$ cat src/rtl/fsm_responder.sv
// Responder for the ctl/done sequencing handshake: checks ordering and timing,
// pulses ack per accepted transaction, counts them and latches the first error.
module fsm_responder #(
   parameter int unsigned TIMEOUT = 8,
   parameter int unsigned CNT_W   = 8
) (
   input  logic             clk,
   input  logic             rst_n,
   input  logic             en,
   input  logic             ctl_i,
   input  logic             done_i,
   input  logic             clr_err,
   output logic             ack,
   output logic             busy,
   output logic             err,
   output logic [1:0]       err_code,
   output logic [CNT_W-1:0] txn_count
);

   localparam int unsigned TMR_W = 8;
   localparam logic [TMR_W-1:0] TMR_LOAD = TMR_W'(TIMEOUT);

   localparam logic [1:0] CODE_NONE    = 2'd0;
   localparam logic [1:0] CODE_ORPHAN  = 2'd1;
   localparam logic [1:0] CODE_OVERLAP = 2'd2;
   localparam logic [1:0] CODE_TIMEOUT = 2'd3;

   typedef enum logic [1:0] {
      S_IDLE     = 2'd0,
      S_ARMED    = 2'd1,
      S_COMPLETE = 2'd2,
      S_ERROR    = 2'd3
   } state_e;

   state_e             state_q, state_d;
   logic [TMR_W-1:0]   timer_q, timer_d;
   logic [1:0]         code_q, code_d;
   logic [CNT_W-1:0]   cnt_q, cnt_d;
   logic               ack_q, ack_d;
   logic               busy_q, busy_d;
   logic               err_q, err_d;

   // Next-state, timer, error capture and counter update
   always_comb begin
      state_d = state_q;
      timer_d = timer_q;
      code_d  = code_q;
      cnt_d   = cnt_q;

      case (state_q)
         S_IDLE: begin
            if (en) begin
               if (ctl_i && done_i) begin
                  state_d = S_ERROR;
                  code_d  = CODE_OVERLAP;
               end else if (done_i) begin
                  state_d = S_ERROR;
                  code_d  = CODE_ORPHAN;
               end else if (ctl_i) begin
                  state_d = S_ARMED;
                  timer_d = TMR_LOAD;
               end
            end
         end

         S_ARMED: begin
            if (!en) begin
               state_d = S_IDLE;
            end else if (ctl_i && done_i) begin
               state_d = S_ERROR;
               code_d  = CODE_OVERLAP;
            end else if (done_i) begin
               state_d = S_COMPLETE;
            end else if (timer_q == TMR_W'(1)) begin
               state_d = S_ERROR;
               code_d  = CODE_TIMEOUT;
            end else begin
               timer_d = timer_q - TMR_W'(1);
            end
         end

         S_COMPLETE: begin
            if (cnt_q != {CNT_W{1'b1}}) begin
               cnt_d = cnt_q + CNT_W'(1);
            end
            if (!en) begin
               state_d = S_IDLE;
            end else if (ctl_i && done_i) begin
               state_d = S_ERROR;
               code_d  = CODE_OVERLAP;
            end else if (done_i) begin
               state_d = S_ERROR;
               code_d  = CODE_ORPHAN;
            end else if (ctl_i) begin
               state_d = S_ARMED;
               timer_d = TMR_LOAD;
            end else begin
               state_d = S_IDLE;
            end
         end

         S_ERROR: begin
            // Inputs other than clr_err are ignored so the first code sticks
            if (clr_err) begin
               state_d = S_IDLE;
               code_d  = CODE_NONE;
            end
         end

         default: state_d = S_IDLE;
      endcase
   end

   // Flag outputs registered from the next state so they track state_q exactly
   always_comb begin
      ack_d  = (state_d == S_COMPLETE);
      busy_d = (state_d == S_ARMED);
      err_d  = (state_d == S_ERROR);
   end

   always_ff @(posedge clk or negedge rst_n) begin
      if (!rst_n) begin
         state_q <= S_IDLE;
         timer_q <= '0;
         code_q  <= CODE_NONE;
         cnt_q   <= '0;
         ack_q   <= 1'b0;
         busy_q  <= 1'b0;
         err_q   <= 1'b0;
      end else begin
         state_q <= state_d;
         timer_q <= timer_d;
         code_q  <= code_d;
         cnt_q   <= cnt_d;
         ack_q   <= ack_d;
         busy_q  <= busy_d;
         err_q   <= err_d;
      end
   end

   assign ack       = ack_q;
   assign busy      = busy_q;
   assign err       = err_q;
   assign err_code  = code_q;
   assign txn_count = cnt_q;

endmodule
$ cat config.mk
export PLATFORM = sky130hd
export DESIGN_NAME = fsm_responder
export DESIGN_NICKNAME = d
export VERILOG_FILES = /design/src/rtl/fsm_responder.sv
export SDC_FILE = /design/constraint.sdc
export NUM_CORES = 1
export LEC_CHECK = 0
export BUFFER_PORTS_ARGS = -buffer_cell sky130_fd_sc_hd__buf_2
export CORE_AREA = 3 3 69 71
export DETAILED_ROUTE_END_ITERATION = 8
export DIE_AREA = 0 0 72 74
export HOLD_SLACK_MARGIN = 0.02
export PLACE_DENSITY = 0.56
export SYNTH_ARGS = -nofsm -noshare
export SYNTH_HDL_FRONTEND = slang
export SYNTH_SLANG_ARGS = --single-unit
$ cat constraint.sdc
create_clock -name clk -period 2.1 [get_ports clk]
set_input_delay 0.315 -clock clk [delete_from_list [all_inputs] [get_ports clk]]
set_output_delay 0.315 -clock clk [all_outputs]
set_load 0.03 [all_outputs]
-- Yosys cells after proc, flatten, opt, wreduce, memory -nomap -nowiden
Index checks and enable logic that the tools add are counted.
- register bits after elaboration: 23
- input bits: 6
- logic and storage cells: 68
- add/sub/neg operators: 2
- equality and inequality tests: 20
- muxes and demuxes: 32
- reduce and logical (&&, ||, !) cells: 7
- operator list (kind ; count):
    $mux 8 ; 8
    $mux 2 ; 20
    $pmux 8 s2 ; 1
    $ne 2x2->1 const B ; 7
    $reduce_and 9->1 ; 1
    $add 8x1->8 const B ; 1
    $eq 2x2->1 const B ; 4
    $eq 8x1->1 const B ; 1
    $ne 8x8->1 const B ; 1
    $pmux 2 s4 ; 1
    $sub 8x1->8 const B ; 1
    $ne 3x3->1 const B ; 2
    $pmux 2 s3 ; 1
    $reduce_and 6->1 ; 1
    $eq 2x1->1 const B ; 2
    $ne 2x1->1 const B ; 2
    $ne 3x1->1 const B ; 1
    $logic_not 2->1 ; 1
    $reduce_and 2->1 ; 1
    $reduce_bool 2->1 ; 1
    $reduce_or 2->1 ; 1
    $logic_and 1x1->1 ; 1
    $mux 1 ; 1

-- Longest topological paths before layout
Gate-level depths: netlist of the first run.
- depth in word-level cells: 7
- depth in mapped cells: 6

-- Worst setup path before layout of the first run
OpenSTA, ideal clock, no wires.
- path kind: reg2reg
- start: register timer_q[0]
- end: register timer_q[6]
- arrival: 1.656 ns
- path slack: 0.312 ns
- cell stages (with the launch flop): 7
- buffers on the path: 0
- cell sequence: dfrtp_1 -> inv_1 -> ha_1 -> or3b_1 -> or3_1 -> a221oi_1 -> o22ai_1
- cells in the longest elaborated chain, start to end: 6
- elaborated cells between the ends (all ways): 9
- those cells by class: add/sub: 1; eq/ne: 2; mux: 5; reduce/logical: 1
- RTL lines (element ; RTL line ; RTL):
    from (decl) ; 36 ; logic [TMR_W-1:0] timer_q, timer_d;
    from (signal assigned) ; 132 ; timer_q <= timer_d;
    $sub 8x1->8 ; 78 ; timer_d = timer_q - TMR_W'(1);
    $mux 8 ; 74 ; end else if (timer_q == TMR_W'(1)) begin
    $mux 8 ; 72 ; end else if (done_i) begin
    $mux 8 ; 69 ; end else if (ctl_i && done_i) begin
    $mux 8 ; 67 ; if (!en) begin
    $pmux 8 s2 ; 50 ; case (state_q)
Several ways; a longest one is shown, not always the timed one. The select of a mux whose other input is x is not followed.
A chain may end at the register's enable or synchronous reset.

-- Worst setup path after layout of the first run
Same ends and word-level chain as after synthesis.

==> impl_results.md, run 1 <==
- Main synth FF type: dfrtp_1
- H-tree depth: 1
- Via-to-Cell Ratio: 5.12
- Vias in the first global route: 986
- Synthesized instance count: 119
- Worst-margin pin slew: 508 ps
- #FFs+latches synth: 23
- Initial antenna violation count: 0
- VDD IR max: 0.360 mV
- Status: complete, no violations
- Clock Tree Buf Depth: 2
- RSZ-0062 raised after global routing: no
- Final GP Congestion: 0.919
- Wirelength, routed: 2640 um
- Final Hold Vio Count: 0
- Setup Skew: 4.44 ps
- Die width: 72 um
- Post-CTS Setup Bufs: 0
- CTS Buf Count: 3
- Number of synthesized flops with an enable pin: 0
- Total power: 1.62 mW
- I/O pin count: 19
- Max Fclk: 508 MHz
- DP HPWL: 2020 um
- Count of cell types in the netlist: 48
- Final Cycle Share: 93.7%
- CP max FO: 4
- Initial core utilization: 29.5%
- Core box area: 4290 sq um
- Final min period: 1970 ps
- CTS tree: built
- Leak Pwr: 0.644 nW
- Fin area: 1480 sq um
- TNS Setup: 0 ps
- Worst-path clk slew: 80 ps
- WL/cell: 13.7 um
- Max Slew Vio Count: 0
- Clk sinks: 23
- Syn nets: 128
- Most frequent cells in the layout: 23 x dfrtp_1, 18 x buf_2, 11 x nand2_1
- PwrDens: 1090 nW/um^2
- Gr usage total: 11.1%
- Area after DPL: 1430 sq um
- Share of layout cells above drive strength 1: 25.5%
- Max cap viols: 0
- Final non-filler cell total: 193
- Ant. Diodes: 0
- Total grt overflow: 0
- Worst EP arrival: 2120 ps
- Die Span Y: 74 um
- Min-delay worst type: in -> async
- Endpoints failing setup: 0
- Critical Setup Path Class: reg -> reg
- Placed Cells: 189
- DRC errors left: 0
- DRT Pass-1 Iters: 4
- First-pass GRT wire length: 4610 um
- Crit end category: flop
- Area Overhead vs Synth: 16.9%
- Nets: 151
- Maximum number of pins on one net before global-route repair: 24
- Commonest non-fill, non-tap cell in the layout: dfrtp_1
- Synth Area per Inst: 10.7 sq um
- DRT iter0 DRCs: 36
- ANT nets after route: 0
- CP Launch Type: flop
- Cell taking the most area after synthesis: dfrtp_1
- Slew HR: 66.1%
- Std-Cell Rows: 24
- Clk_lat worst skew: 270 ps
- CP required: 2250 ps
- Via count: 988
- Synth area leaders: dfrtp_1 45%, nand2_1 3.3%, ha_1 3.0%
- Async S/R FF share, synth: 100%
- Clock root cell: clkbuf_8
- Die area: 5330 sq um
- Synthesized area: 1270 sq um
- Port bufs: 18
- Synth warn: 0
- Seq/Total Area, Yosys: 45.4%
- Synth top area share: 45.4%
## layer usage
layer | global-route usage (%) | up-vias | share of wire, %
met4 | 3.76 | 0 | 1.3
met1 | 14.1 | 478 | 45
met3 | 3.24 | 4 | 5.1
met5 | 0 | - | 0
met2 | 18.1 | 21 | 48
li1 | - | 485 | -
## stage by stage
stage,util [%],hold slack [ps],worst slack (ps)
after floorplan,-,19.4,312
after global placement,33.3,312,131
after detailed placement,33.3,328,119
after CTS,34.4,27.5,112
after global routing,34.5,45.0,36.6
final,34.5,4.87,132
## Yosys cell counts (2+ instances only)
cell type,n
a21oi_1,2
dfrtp_1,23
ha_1,3
inv_1,7
mux2_1,2
mux2i_1,3
nand2_1,11
nand2b_1,6
nand3_1,6
nand4_1,2
nor2_1,3
nor2b_1,3
nor3_1,3
o2111ai_1,2
o211ai_1,2
o21a_1,2
o21ai_1,2
o221a_1,2
o22ai_1,2
o2bb2ai_1,2
xnor2_1,3
xor2_1,2
## sequential cells by signal, indices dropped and copies added (netlist names)
signal and count:
err_code 2, timer_q 8, txn_count 8, err 1, ack 1, busy 1, state_q 2
## power breakdown
group	internal, mW	switching [mW]	leakage (nW)	total [mW]
registers	0.558	0.129	0.298	0.687
logic	0.256	0.399	0.321	0.655
clock network	0.133	0.146	0.0255	0.279
total	0.947	0.674	0.644	1.62
## final timing paths
check | depth (start not counted) | end | start | slack, ps
max reg2reg | 6 | timer_q[6] | timer_q[0] | 130
min | 1 | err | rst_n | 5
min reg2reg | 1 | err_code[1] | err_code[1] | 500
min in group clk | 3 | err_code[1] | ctl_i | 380
max in group asynchronous | 1 | txn_count[6] | rst_n | 1750
max | 6 | timer_q[6] | timer_q[0] | 130
## critical path, stage by stage, from the launching register on
cell and delay, ps:
dfrtp_1 420, inv_1 100, ha_1 220, or3b_1 390, or3_1 360, a221oi_2 250
o22ai_1 100
## layout make-up
cell class | instances | area, sq um
clock buffer | 3 | 41.3
tap | 52 | 65.1
multi-input combinational | 86 | 659
sequential | 23 | 576
clock inverter | 1 | 5.00
timing repair buffer | 20 | 105
fill | 446 | 2810
inverter | 8 | 30.0
## logic make-up (layout without fill, tap and decap cells)
kind of cell,count (synthesis),in the layout,share of synthesized area [%]
simple gates,42,42,18.1
compound gates,31,31,22.9
flops,23,23,45.4
buf+inv,10,32,3.06
xor+xnor,5,5,3.46
mux,5,5,4.15
fa+ha+maj,3,3,2.96
## timing repair
action | 4_1_cts | 5_1_grt
setup endpoints to repair | 0 | 1
gates resized for setup | 0 | 1
hold buffers | 0 | 0
No activity file was read; power rests on OpenSTA's default activity.
==> run 2, diff against run 1 <==
--- a/config.mk
+++ b/config.mk
@@ -11,6 +11,7 @@
 export DIE_AREA = 0 0 72 74
 export HOLD_SLACK_MARGIN = 0.02
 export PLACE_DENSITY = 0.56
+export RECOVER_POWER = 100
 export SYNTH_ARGS = -nofsm -noshare
 export SYNTH_HDL_FRONTEND = slang
 export SYNTH_SLANG_ARGS = --single-unit
==> run 2 against run 1 <==
Against the previous run:
- worst hold slack better by 270 ps
- clock skew down 2.5 ps
- global-route usage is the same
- power decreased by 1.1%
- maximum frequency grew 0.28%
- core utilization is 0.64 points lower
- final area shrank 1.9%
- first-iteration DRC count rose by 11%
- sequential share of layout area increased by 0.74 points
- critical endpoint unchanged
==> impl_results.md, run 2 (synthesis gave the netlist of run 1 again) <==
- CP Launch Type: flop
- Final Cycle Share: 93.5%
- DRT Pass-1 Iters: 4
- Std-Cell Rows: 24
- I/O pin count: 19
- Vias in the first global route: 986
- Slew HR: 18.8%
- # fillers: 453
- Largest stage delay on the critical path: 420 ps
- Setup Skew: 1.99 ps
- DRC errors left: 0
- WL met1: 1260 um
- Status: complete, no violations
- Ant. Diodes: 0
- Die area: 5330 sq um
- Clk sinks: 23
- First-pass GRT wire length: 4610 um
- Final Hold Vio Count: 0
- Via count: 988
- Max Used Layer: met4
- Max Fclk: 510 MHz
- Share of layout cells above drive strength 1: 14.2%
- Met3 wire len: 114 um
- Core box area: 4290 sq um
- # hold bufs at CTS: 0
- Crit path cell chain: inv_1 > ha_1 > or3b_1 > or3_1 > a221oi_2 > o22ai_1
- Worst-path clk slew: 80 ps
- Clk_lat worst skew: 270 ps
- Most frequent cells in the layout: 23 x dfrtp_1, 14 x clkbuf_1, 11 x nand2_1
- TNS Setup: 0 ps
- Final GP Congestion: 0.919
- PwrDens: 1100 nW/um^2
- Area Overhead vs Synth: 14.7%
- Maximum number of pins on one net before global-route repair: 24
- Endpoints failing setup: 0
- Total power: 1.60 mW
- R2r setup slk: 140 ps
- Register area: 576 sq um
- ANT nets after route: 0
- Total grt overflow: 0
- Reg2reg start: timer_q[0]
- RSZ-0062 raised after global routing: no
- Worst reg2reg path depth: 6
- Max cap viols: 0
- Hold_ws: 274 ps
- Worst-margin pin slew: 1220 ps
- Wirelength, routed: 2670 um
- CP required: 2250 ps
- Via-to-Cell Ratio: 5.12
- CTS Buf Count: 3
- Min-delay worst type: in -> async
- VDD IR max: 0.361 mV
- H-tree depth: 1
- DP HPWL: 2020 um
- Clock Tree Buf Depth: 2
- CP max FO: 4
- Final min period: 1960 ps
- Die Span Y: 74 um
- Worst EP arrival: 2120 ps
- DRT iter0 DRCs: 40
- Critical path's slowest cell: dfrtp_1
- Commonest non-fill, non-tap cell in the layout: dfrtp_1
- Clock root cell: clkbuf_8
- WL/cell: 13.8 um
- Leak Pwr: 0.594 nW
- Port bufs: 18
- Critical Setup Path Class: reg -> reg
- Nets: 151
- R2r endpoint: timer_q[6]
- Multi-input gate area: 649 sq um
- CTS tree: built
- Max Slew Vio Count: 0
- Die width: 72 um
- Gr usage total: 11.1%
- Initial antenna violation count: 0
- Crit end category: flop
- Initial core utilization: 29.5%
- Met2 WL: 1260 um
## run 2: worst max-delay path by stage
stage | from | endpoint | slack (ps) | cells after the start
after CTS | timer_q[0] | timer_q[6] | 110 | 6
after global placement | timer_q[0] | timer_q[6] | 130 | 6
after detailed placement | timer_q[0] | timer_q[6] | 120 | 6
final | timer_q[0] | timer_q[6] | 140 | 6
after global routing | timer_q[0] | timer_q[6] | 40 | 6
after floorplan | timer_q[0] | timer_q[6] | 310 | 6
## run 2: power by group
group          total, mW  switching (mW)  internal [mW]
Combinational      0.631           0.395          0.236
Clock              0.283           0.150          0.133
Sequential         0.689           0.131          0.558
## run 2: repair_timing
action                     in CTS  in global routing
setup endpoints to repair       0                  1
gates resized for setup         0                  1
buffers inserted                0                  0
## run 2: metal layers
metal	global-route usage [%]	vias up
met2	18.1	16
met4	3.76	0
met5	0	-
met1	14.1	484
met3	3.24	4
li1	-	484
## run 2: final cells by class
| cell class | count | share of cell area, % |
|---|---|---|
| multi-input cells | 86 | 44.7 |
| flip-flops and latches | 23 | 39.6 |
| repair buffers | 20 | 6.02 |
| well taps | 52 | 4.48 |
| clock buffers | 3 | 2.84 |
| inverters | 8 | 2.07 |
| clock inverters | 1 | 0.344 |
## run 2: critical path: cells and delay by family (launching register included)
kind,cells,cell delay [ps]
simple gates,2,750
flops,1,420
compound gates,2,350
fa+ha+maj,1,220
buf+inv,1,100
## run 2: metrics by stage
step           setup slack (ps)  area (sq um)  instances  util [%]
6_report                    137          1450        193      33.9
5_1_grt                    36.6          1450        193      33.9
4_1_cts                     112          1480        193      34.4
3_5_place_dp                119          1430        189      33.3
3_3_place_gp                131          1430        189      33.3
2_1_floorplan               312          1270        119         -
==> run 3, diff against run 2 <==
--- a/config.mk
+++ b/config.mk
@@ -7,11 +7,13 @@
 export LEC_CHECK = 0
 export BUFFER_PORTS_ARGS = -buffer_cell sky130_fd_sc_hd__buf_2
 export CORE_AREA = 3 3 69 71
+export CTS_BUF_LIST = sky130_fd_sc_hd__clkbuf_4 sky130_fd_sc_hd__clkbuf_8
 export DETAILED_ROUTE_END_ITERATION = 8
 export DIE_AREA = 0 0 72 74
 export HOLD_SLACK_MARGIN = 0.02
 export PLACE_DENSITY = 0.56
 export RECOVER_POWER = 100
+export SETUP_SLACK_MARGIN = 0.3
 export SYNTH_ARGS = -nofsm -noshare
 export SYNTH_HDL_FRONTEND = slang
 export SYNTH_SLANG_ARGS = --single-unit
==> run 3 against run 2 <==
Against the previous run:
- power increased by 8.8%
- worst hold slack better by 1.9 ps
- clock skew grew 1.1 ps
- setup slack better by 53 ps
- first-iteration DRC count decreased by 40%
==> impl_results.md, run 3 (synthesis gave the netlist of run 1 again) <==
- Final Cycle Share: 90.9%
- Total grt overflow: 0
- Largest stage delay on the critical path: 420 ps
- Max Fclk: 524 MHz
- Initial core utilization: 29.5%
- RSZ-0062 raised after global routing: yes
- H-tree depth: 1
- DP HPWL: 2020 um
- Std-Cell Rows: 24
- Setup Skew: 3.13 ps
- Clock Tree Buf Depth: 2
- Die area: 5330 sq um
- Final Hold Vio Count: 0
- Leak Pwr: 0.629 nW
- Register area: 576 sq um
- WL/cell: 14.4 um
- Commonest non-fill, non-tap cell in the layout: dfrtp_1
- TNS Setup: 0 ps
- DRT Pass-1 Iters: 4
- I/O pin count: 19
- Die Span Y: 74 um
- Most frequent cells in the layout: 23 x dfrtp_1, 15 x clkbuf_1, 11 x nand2_1
- Crit path cell chain: inv_1 > ha_4 > or3b_4 > or3_4 > a221oi_2 > o22ai_1
- Port bufs: 18
- Final WS setup: 191 ps
- Critical path's slowest cell: dfrtp_1
- Core box area: 4290 sq um
- DRC errors left: 0
- Min-delay worst type: in -> async
- Clock root cell: clkbuf_8
- Final GP Congestion: 0.919
- Worst reg2reg path depth: 6
- CTS Buf Count: 3
- ANT nets after route: 0
- Crit. path cell count: 6
- CP max FO: 3
- Worst-path clk slew: 90 ps
- Max cap viols: 0
- Final min period: 1910 ps
- Share of layout cells above drive strength 1: 20.9%
- First-pass GRT wire length: 4740 um
- Worst-margin pin slew: 1220 ps
- Status: complete, no violations
- DRT iter0 DRCs: 24
- CP Buf/Inv Count: 1
- Clk_lat worst skew: 270 ps
- Crit end category: flop
- Endpoints failing setup: 0
- Die width: 72 um
- Initial antenna violation count: 0
- CTS tree: built
- VDD IR max: 0.412 mV
- Area Overhead vs Synth: 21.5%
- Nets: 158
- # fillers: 449
- Via-to-Cell Ratio: 5.07
- Wirelength, routed: 2880 um
- CP Launch Type: flop
- CP top delay family: simple AND/OR/NAND/NOR gates
- Multi-input gate area: 687 sq um
- Max Slew Vio Count: 0
- CP required: 2260 ps
- Ant. Diodes: 0
- Place WS: 119 ps
- Critical Setup Path Class: reg -> reg
- Gr usage total: 11.4%
- Clk sinks: 23
- Slew HR: 18.4%
- Via count: 1013
- Vias in the first global route: 1014
- Worst EP arrival: 2070 ps
- Maximum number of pins on one net before global-route repair: 24
- PwrDens: 1130 nW/um^2
==> run 3: per-stage QoR <==
stage | power [mW] | hold WS (ps) | std cells | util [%] | area, sq um
after global routing | 1.85 | 399 | 200 | 35.9 | 1540
after floorplan | 1.16 | 19.4 | 119 | - | 1270
after CTS | 1.72 | 27.5 | 196 | 35.8 | 1540
after detailed placement | 1.35 | 328 | 189 | 33.3 | 1430
after global placement | 1.33 | 312 | 189 | 33.3 | 1430
final | 1.74 | 276 | 200 | 35.9 | 1540
==> run 3: path summary, 6_finish.rpt <==
check                             from           to  slack, ps
min in group clk               clr_err   state_q[1]        380
min                              rst_n          err        280
max in group asynchronous        rst_n   timer_q[4]       1100
min reg2reg                err_code[0]  err_code[0]        510
max                         timer_q[1]   timer_q[6]        190
max reg2reg                 timer_q[1]   timer_q[6]        190
==> run 3: worst reg2reg max path, cell delays in order, from the launching register on <==
cell      delay [ps]
dfrtp_1          420
inv_1            140
ha_4             160
or3b_4           390
or3_4            350
a221oi_2         240
o22ai_1          100
==> run 3: area by class of cell <==
type                            count  area share (%)
Tap cell                           52            4.22
Multi-Input combinational cell     86            44.6
Timing Repair Buffer               27            8.85
Sequential cell                    23            37.4
Inverter                            8            1.95
Clock buffer                        3            2.68
Clock inverter                      1           0.325
==> run 3: repair_timing <==
item                                    in CTS  in global routing
setup buffers                                3                  4
pin swaps                                    3                  4
endpoints found under the setup margin       7                 10
gates resized for setup                      9                  2
hold buffers                                 0                  0
endpoints found under the hold margin        0                  0
==> run 3: layer usage <==
metal / routed length, um / track usage [%] / part of all wire [%]
met1: 1340 / 14.3 / 47
met2: 1390 / 19.1 / 48
met3: 108 / 3.24 / 3.8
met4: 36 / 3.76 / 1.3
met5: 0 / 0 / 0
==> run 3: report_power, final <==
group | total (mW) | switching (mW) | internal (mW)
clock | 0.286 | 0.153 | 0.133
combinational | 0.757 | 0.431 | 0.327
sequential | 0.700 | 0.142 | 0.558
total | 1.74 | 0.726 | 1.02
